==> src/rtl/sdram_ref_pkg.sv <==
// Shared SDRAM refresh definitions: scheduler FSM encoding and refresh-period constants,
// also used by the refresh period timer so both sides agree on the period and target count.
package sdram_ref_pkg;

  localparam int unsigned REFRESHES_PER_PERIOD = 8192;
  // 64 ms refresh period expressed in system clock cycles (60 MHz)
  localparam int unsigned REF_PERIOD_CYCLES    = 3840000;
  localparam int unsigned STAT_W               = 16;

  typedef enum logic [1:0] {
    IDLE      = 2'd0,
    REQ       = 2'd1,
    WAIT_DONE = 2'd2
  } ref_state_e;

  // Average spacing between refreshes that meets the per-period target
  function automatic int unsigned ref_interval_cycles();
    return REF_PERIOD_CYCLES / REFRESHES_PER_PERIOD;
  endfunction

endpackage

==> src/rtl/ref_stat_counter.sv <==
// Saturating refresh statistics: periods closed with a deficit and the peak
// number of forced refreshes seen in any single period.
module ref_stat_counter
  import sdram_ref_pkg::*;
#(
  parameter int unsigned W = STAT_W
) (
  input  logic         clk,
  input  logic         n_rst,
  input  logic         period_end,
  input  logic         period_miss,
  input  logic         force_evt,
  output logic [W-1:0] miss_periods,
  output logic [W-1:0] max_force
);

  localparam logic [W-1:0] SAT = '1;

  logic [W-1:0] force_cnt;

  // A forced request accepted on the boundary cycle is credited to the new period
  always_ff @(posedge clk) begin
    if (!n_rst) begin
      miss_periods <= '0;
      max_force    <= '0;
      force_cnt    <= '0;
    end else begin
      if (period_end) begin
        if (period_miss && (miss_periods != SAT)) miss_periods <= miss_periods + W'(1);
        if (force_cnt > max_force) max_force <= force_cnt;
        force_cnt <= force_evt ? W'(1) : '0;
      end else if (force_evt && (force_cnt != SAT)) begin
        force_cnt <= force_cnt + W'(1);
      end
    end
  end

endmodule

==> src/rtl/refresh_scheduler.sv <==
// Refresh scheduler: counts AUTO REFRESH completions per period and requests refreshes
// (opportunistic or forced) from the command FSM. REF_STAT_EN adds miss_periods/max_force.
module refresh_scheduler #(
  parameter int unsigned REFRESHES_PER_PERIOD = sdram_ref_pkg::REFRESHES_PER_PERIOD,
  parameter int unsigned CNT_W                = 14
) (
  input  logic             clk,
  input  logic             n_rst,
  input  logic             en,
  input  logic             rst_ref_cnt,
  input  logic             its_fr_time,
  input  logic             bus_idle,
  input  logic             ref_ack,
  input  logic             ref_done,
  output logic             ref_req,
  output logic             ref_force,
  output logic [CNT_W-1:0] ref_cnt,
  output logic             period_ok,
  output logic             missed
`ifdef REF_STAT_EN
  ,
  output logic [15:0]      miss_periods,
  output logic [15:0]      max_force
`endif
);

  import sdram_ref_pkg::*;

  localparam logic [CNT_W-1:0] TARGET = CNT_W'(REFRESHES_PER_PERIOD);

  ref_state_e       state_q, state_d;
  logic             ref_req_d, ref_force_d, period_ok_d, missed_d;
  logic [CNT_W-1:0] ref_cnt_d;
  logic             done_evt;
  logic             short_period;

  assign done_evt     = (state_q == WAIT_DONE) && ref_done;
  assign short_period = rst_ref_cnt && (ref_cnt < TARGET);

  // Next state, refresh accounting and registered output values
  always_comb begin
    state_d     = state_q;
    ref_cnt_d   = ref_cnt;
    missed_d    = missed;
    ref_req_d   = 1'b0;
    ref_force_d = 1'b0;
    period_ok_d = 1'b0;

    case (state_q)
      IDLE: begin
        if (en && !period_ok && (its_fr_time || bus_idle)) state_d = REQ;
      end
      REQ: begin
        if (ref_ack)                state_d = WAIT_DONE;
        else if (!en && !ref_force) state_d = IDLE;
      end
      WAIT_DONE: begin
        if (ref_done) state_d = IDLE;
      end
      default: state_d = IDLE;
    endcase

    // A completion on the boundary cycle belongs to the new period
    if (rst_ref_cnt)                            ref_cnt_d = done_evt ? CNT_W'(1) : '0;
    else if (done_evt && (ref_cnt < TARGET))    ref_cnt_d = ref_cnt + CNT_W'(1);

    if (short_period) missed_d = 1'b1;

    ref_req_d   = (state_d == REQ);
    ref_force_d = (state_d != IDLE) && its_fr_time;
    period_ok_d = (ref_cnt_d == TARGET);
  end

  always_ff @(posedge clk) begin
    if (!n_rst) begin
      state_q   <= IDLE;
      ref_req   <= 1'b0;
      ref_force <= 1'b0;
      ref_cnt   <= '0;
      period_ok <= 1'b0;
      missed    <= 1'b0;
    end else begin
      state_q   <= state_d;
      ref_req   <= ref_req_d;
      ref_force <= ref_force_d;
      ref_cnt   <= ref_cnt_d;
      period_ok <= period_ok_d;
      missed    <= missed_d;
    end
  end

`ifdef REF_STAT_EN
  ref_stat_counter #(
    .W(16)
  ) u_stat (
    .clk         (clk),
    .n_rst       (n_rst),
    .period_end  (rst_ref_cnt),
    .period_miss (short_period),
    .force_evt   ((state_q == REQ) && ref_ack && ref_force),
    .miss_periods(miss_periods),
    .max_force   (max_force)
  );
`endif

endmodule

==> config.mk <==
export PLATFORM = sky130hd
export DESIGN_NAME = refresh_scheduler
export DESIGN_NICKNAME = d
export VERILOG_FILES = /design/src/rtl/sdram_ref_pkg.sv /design/src/rtl/ref_stat_counter.sv /design/src/rtl/refresh_scheduler.sv
export SDC_FILE = /design/constraint.sdc
export NUM_CORES = 1
export LEC_CHECK = 0
export BUFFER_PORTS_ARGS = -buffer_cell sky130_fd_sc_hd__buf_2
export CORE_MARGIN = 4
export CORE_UTILIZATION = 53
export DETAILED_ROUTE_END_ITERATION = 12
export PLACE_DENSITY = 0.9
export SLEW_MARGIN = 20
export SYNTH_ARGS = -nofsm -noshare
export SYNTH_HDL_FRONTEND = slang
export SYNTH_SLANG_ARGS = --single-unit
==> constraint.sdc <==
create_clock -name clk -period 2.1 [get_ports clk]
set_clock_uncertainty 0.1 [all_clocks]
set_input_delay 0.42 -clock clk [delete_from_list [all_inputs] [get_ports clk]]
set_output_delay 0.42 -clock clk [all_outputs]
set_load 0.05 [all_outputs]
* Yosys cells after proc, flatten, opt, wreduce, memory -nomap -nowiden
Cells that the tools add are included.
** Word-level totals
- Flip-flop bits (word level) :: 20
- Latch bits :: 0
- Memory bits (writable) :: 0
- Memory bits (read-only) :: 0
- Input port bits :: 8
- Output and inout bits :: 18
- Word-level logic and storage cells :: 33
- Memories kept :: 0
** Cells by class
- $add $sub $neg :: 1
- $mul :: 0
- Divide/modulo/power cells :: 0
- $lt $le $gt $ge :: 1
- Equal/unequal tests :: 4
- Shift operators :: 0
- Mux-type cells :: 8
- Bitwise operators :: 0
- Reduce and logical (&&, ||, !) cells :: 13
** Operator list (count)
- $mux 14 :: 2
- $add 14x1->14 const B :: 1
- $eq 14x14->1 const B :: 1
- $lt 14x14->1 const B :: 1
- $mux 2 :: 4
- $logic_and 1x1->1 :: 7
- $pmux 2 s3 :: 1
- $eq 2x1->1 const B :: 2
- $logic_not 1->1 :: 3
- $eq 2x2->1 const B :: 1
- $logic_not 2->1 :: 1
- $reduce_bool 2->1 :: 1
- $logic_or 1x1->1 :: 1
- $mux 1 :: 1

* Depth between registers and ports, before layout
- Depth in word-level cells :: 7
- Depth in mapped cells :: 7
- Depth with buffers taken out :: 6

* Worst setup path before layout
OpenSTA, ideal clock, no wires.
- Path type :: flip-flop to flip-flop
- From :: reg ref_cnt[0]
- To :: reg period_ok
- Library setup time :: 0.061 ns
- Arrival :: 2.039 ns
- Required time :: 1.939 ns
- Path slack :: -0.100 ns
- Cell stages (with the launch flop) :: 8
- Buffers on the path :: 1
- Clock period less this slack :: 2.200 ns
- Cell sequence :: dfxtp_1 > ha_1 > and3_1 > buf_2 > nand4_2 > mux2_1 > o21ai_0 > and4b_1
** On the way
- Longest elaborated chain between the ends :: 5
- Elaborated cells on any way between the ends :: 6
- Those cells by class :: 1 x add/sub; 1 x order compare; 1 x eq/ne; 2 x mux; 1 x reduce/logical
** Ends and longest elaborated chain
- start, declared :: RTL line refresh_scheduler.sv:17 : output logic [CNT_W-1:0] ref_cnt,
- start signal, assigned :: RTL line refresh_scheduler.sv:86 : ref_cnt <= ref_cnt_d;
- $lt 14x14->1 :: RTL line refresh_scheduler.sv:65 : else if (done_evt && (ref_cnt < TARGET)) ref_cnt_d = ref_cnt + CNT_W'(1);
- $logic_and 1x1->1 :: RTL line refresh_scheduler.sv:65
- $mux 14 * :: RTL line refresh_scheduler.sv:65
- $mux 14 * :: RTL line refresh_scheduler.sv:64 : if (rst_ref_cnt) ref_cnt_d = done_evt ? CNT_W'(1) : '0;
- $eq 14x14->1 * :: RTL line refresh_scheduler.sv:71 : period_ok_d = (ref_cnt_d == TARGET);
- end signal, assigned :: RTL line refresh_scheduler.sv:87 : period_ok <= period_ok_d;
- end, declared :: RTL line refresh_scheduler.sv:18 : output logic period_ok,
Mark *: on every way between the ends. The rest lies on a longest branch, timed or not.
A chain may end at the register's enable or synchronous reset.

* Worst setup path after layout
Ends and elaborated chain as after synthesis.

==> results by group <==
Min path
  • Min-delay worst type: primary input to flip-flop

Timing
  • Final min period: approximately 2000 ps
  • Slack of the critical path: around 130 ps
  • Slew HR: slightly below 70%
  • Tightest Pin Transition: 473 ps
  • Fmax: a little over 500 MHz
  • Setup TNS: 0 ps
  • Final Cycle Share: approximately 94%
  • Final setup fails: 0
  • RSZ-0062 raised after global routing: false
  • Fin. Hold Viols: 0
  • Slew Viols, Final: 0

Worst setup path
  • Setup Crit Path Kind: flip-flop to flip-flop
  • Req. time, crit path: 2200 ps
  • Setup crit end kind: flip-flop
  • CP Data Arrival Time: 2070 ps
  • CP max FO: 9
  • Startpoint Class: flip-flop

Global routing
  • Largest net degree at the start of global routing: 16
  • Gr ovfl total: 0
  • Vias in the first global route: roughly 1.0k
  • First-pass GRT wire length: 4680 um
  • Initial antenna violation count: 0
  • GR Util All Layers: roughly 22%

CTS
  • H-tree depth: 1
  • Total CTS buffers: 3
  • Clock Path Buffers: 2
  • Post-CTS Setup Inserts: 0
  • Root buf cell: clkbuf_4
  • CTS tree: done
  • Skew-Pair Late Insertion Delay: ~300 ps
  • Sink Count: 20
  • Clock transition at path regs: about 100 ps

Placement
  • Pre-CTS setup slack: roughly 61 ps
  • Dpl hpwl: ~2200 um
  • Port Buffers: 25
  • Placed cells: 185
  • RePlAce Congestion: between 0.9 and 1

Yosys
  • Synth Area in XOR/XNOR: roughly 9.0%
  • Synth top area share: roughly 34%
  • Syn Area/Cell: 8.56 sq um
  • Synth top area cells: dfxtp_1, nor2_1, xor2_1, xnor2_1, nor4b_1
  • Yosys Warn Count: 0
  • Compound-Gate Fraction of Synth Area: roughly 14%
  • Largest family of logic cells by synthesized area: simple AND/OR/NAND/NOR gates
  • Synth Area in Adders: under 10%
  • Post-Syn Nets: around 150
  • Unique masters post-synth: 46
  • Count of state elements after synthesis: 20
  • Mapped Cells: around 140
  • Mapped cell area: approximately 0.0012 sq mm
  • Synth area leader: dfxtp_1
  • Fraction of synthesized area in multiplexers: under 10%
  • Simple-Gate Fraction of Synth Area: about a third
  • Post-synthesis sequential area ratio: between 30 and 40%

Power
  • Pwr dens: 462 mW/mm^2
  • VDD IR max: 0.295 mV
  • Leak Pwr: 0.521 nW

Detailed routing
  • DR iter-0 viols: 45
  • Vias/cell: approximately 6.1
  • Initial DRT Pass Iterations: 4
  • Post-DR wirelength/cell: roughly 16 um
  • # DRC: 0
  • Final ANT Viol Nets: 0
  • Via count: 1138
  • DRT Wirelength: slightly below 3000 um

Floorplan
  • Die width: about 55 um
  • Starting density of the core: just under 60%
  • Vert. Die Dim: about 55 um
  • I/O pin total: 26
  • Die Area: 0.00303 sq mm
  • Core Region: just over 0.002 sq mm
  • # rows: 16

Layout
  • Layout cells sized above 1: 28.6%
  • N_diodes: 0
  • Area delta synth->final: 14.8%
  • Fillers: around 180
  • Multi-input logic area: around 720 sq um
  • Nets: ~170
  • Sequential cell area: between 400 and 500 sq um
  • Layout Cells excl Fill: about 190

Flow run
  • MaxCap Viol Count: 0

Status
  • Outcome: finished, final reports clean
-- logic make-up after synthesis --
kind of cell | count (synthesis)
multiplexers | 2
AO/OA/AOI/OAI | 24
buffers and inverters | 10
AND/OR/NAND/NOR | 68
adder cells (fa/ha/maj) | 1
XOR/XNOR | 12
flip-flops | 20
-- where the power goes --
part           internal (mW)  switching, mW
clock network         0.0669          0.113
logic                 0.0196         0.0349
registers              0.384        0.00396
-- state kept, by name, indices dropped and copies added (netlist names) --
register and flops:
period_ok 1, ref_force 1, ref_cnt 14, state_q 2, missed 1, ref_req 1
-- critical path, cell delays in order (launching register included) --
cell      delay (ps)
dfxtp_2          380
ha_1             270
and3_2           280
and3_2           260
a221oi_1         330
nor2_1            70
and4b_1          180
-- per-stage QoR --
stage               hold slack [ps]  utilization [%]  area (sq um)  power (mW)
finish                          247             66.6          1350       0.622
CTS                             245             66.3          1340       0.623
floorplan                       406                -          1180       0.428
global placement                372             65.2          1320       0.446
detailed placement              389             65.2          1320       0.450
global route                    255             66.6          1350       0.643
-- worst paths after layout --
path,start,endpoint,slack (ps),depth (start not counted)
min reg2reg,missed$_SDFFE_PN0P_,missed$_SDFFE_PN0P_,410,2
max,ref_cnt[0]$_SDFF_PN0_,period_ok$_SDFF_PN0_,130,6
min,its_fr_time,ref_force$_SDFF_PN0_,250,2
max reg2reg,ref_cnt[0]$_SDFF_PN0_,period_ok$_SDFF_PN0_,130,6
-- Yosys cell counts (all sizes together) --
library cell and n:
dfxtp 20, nor2 17, or2 1, o41a 1, o211ai 1, nor4b 4
nand3b 2, nand2b 2, o21ai 7, a21oi 4, xnor2 5, mux2 2
inv 2, and3b 1, nor4 1, a21boi 1, a32oi 1, or3 2
a41oi 2, o21a 1, o21bai 1, and4bb 1, and4b 1, and4 2
o22a 1, nor2b 3, xor2 7, and2 4, ha 1, nand2 8
o22ai 1, nand4 6, clkbuf 1, nor3 1, and3 3, or4 2
nand4bb 1, nand3 6, buf 7, a31oi 2, a221oi 1
-- cell type report --
| class | instances | area share [%] |
|---|---|---|
| inverter | 2 | 0.558 |
| multi-input combinational | 107 | 53.7 |
| clock buffer | 3 | 1.67 |
| sequential | 20 | 30.0 |
| timing repair buffer | 29 | 11.5 |
| tap | 27 | 2.51 |
-- layer usage --
| layer | wire, um | part of all wire, % | track usage, % |
|---|---|---|---|
| met1 | 1260 | 43 | 26.2 |
| met2 | 1490 | 51 | 37.6 |
| met3 | 139 | 4.7 | 2.68 |
| met4 | 51 | 1.7 | 11.3 |
| met5 | 0 | 0 | 0 |
-- layout by cell type, fill, tap and decap left out, types with 3 or more instances in the layout --
cell and n:
nor2b_1 3, dfxtp_2 3, buf_2 25, dfxtp_1 17, clkbuf_4 3, a21oi_1 4, o21ai_0 7, nand3_1 6
xor2_1 7, nor2_1 17, nand4_1 5, xnor2_1 5, and2_1 4, buf_4 4, nor4b_1 4, nand2_1 8
-- timing repair --
action                     in CTS  in global routing
hold buffers                    0                  0
setup endpoints to repair       0                  1
gates resized for setup         0                  3
No activity file was read; power rests on OpenSTA's default activity.
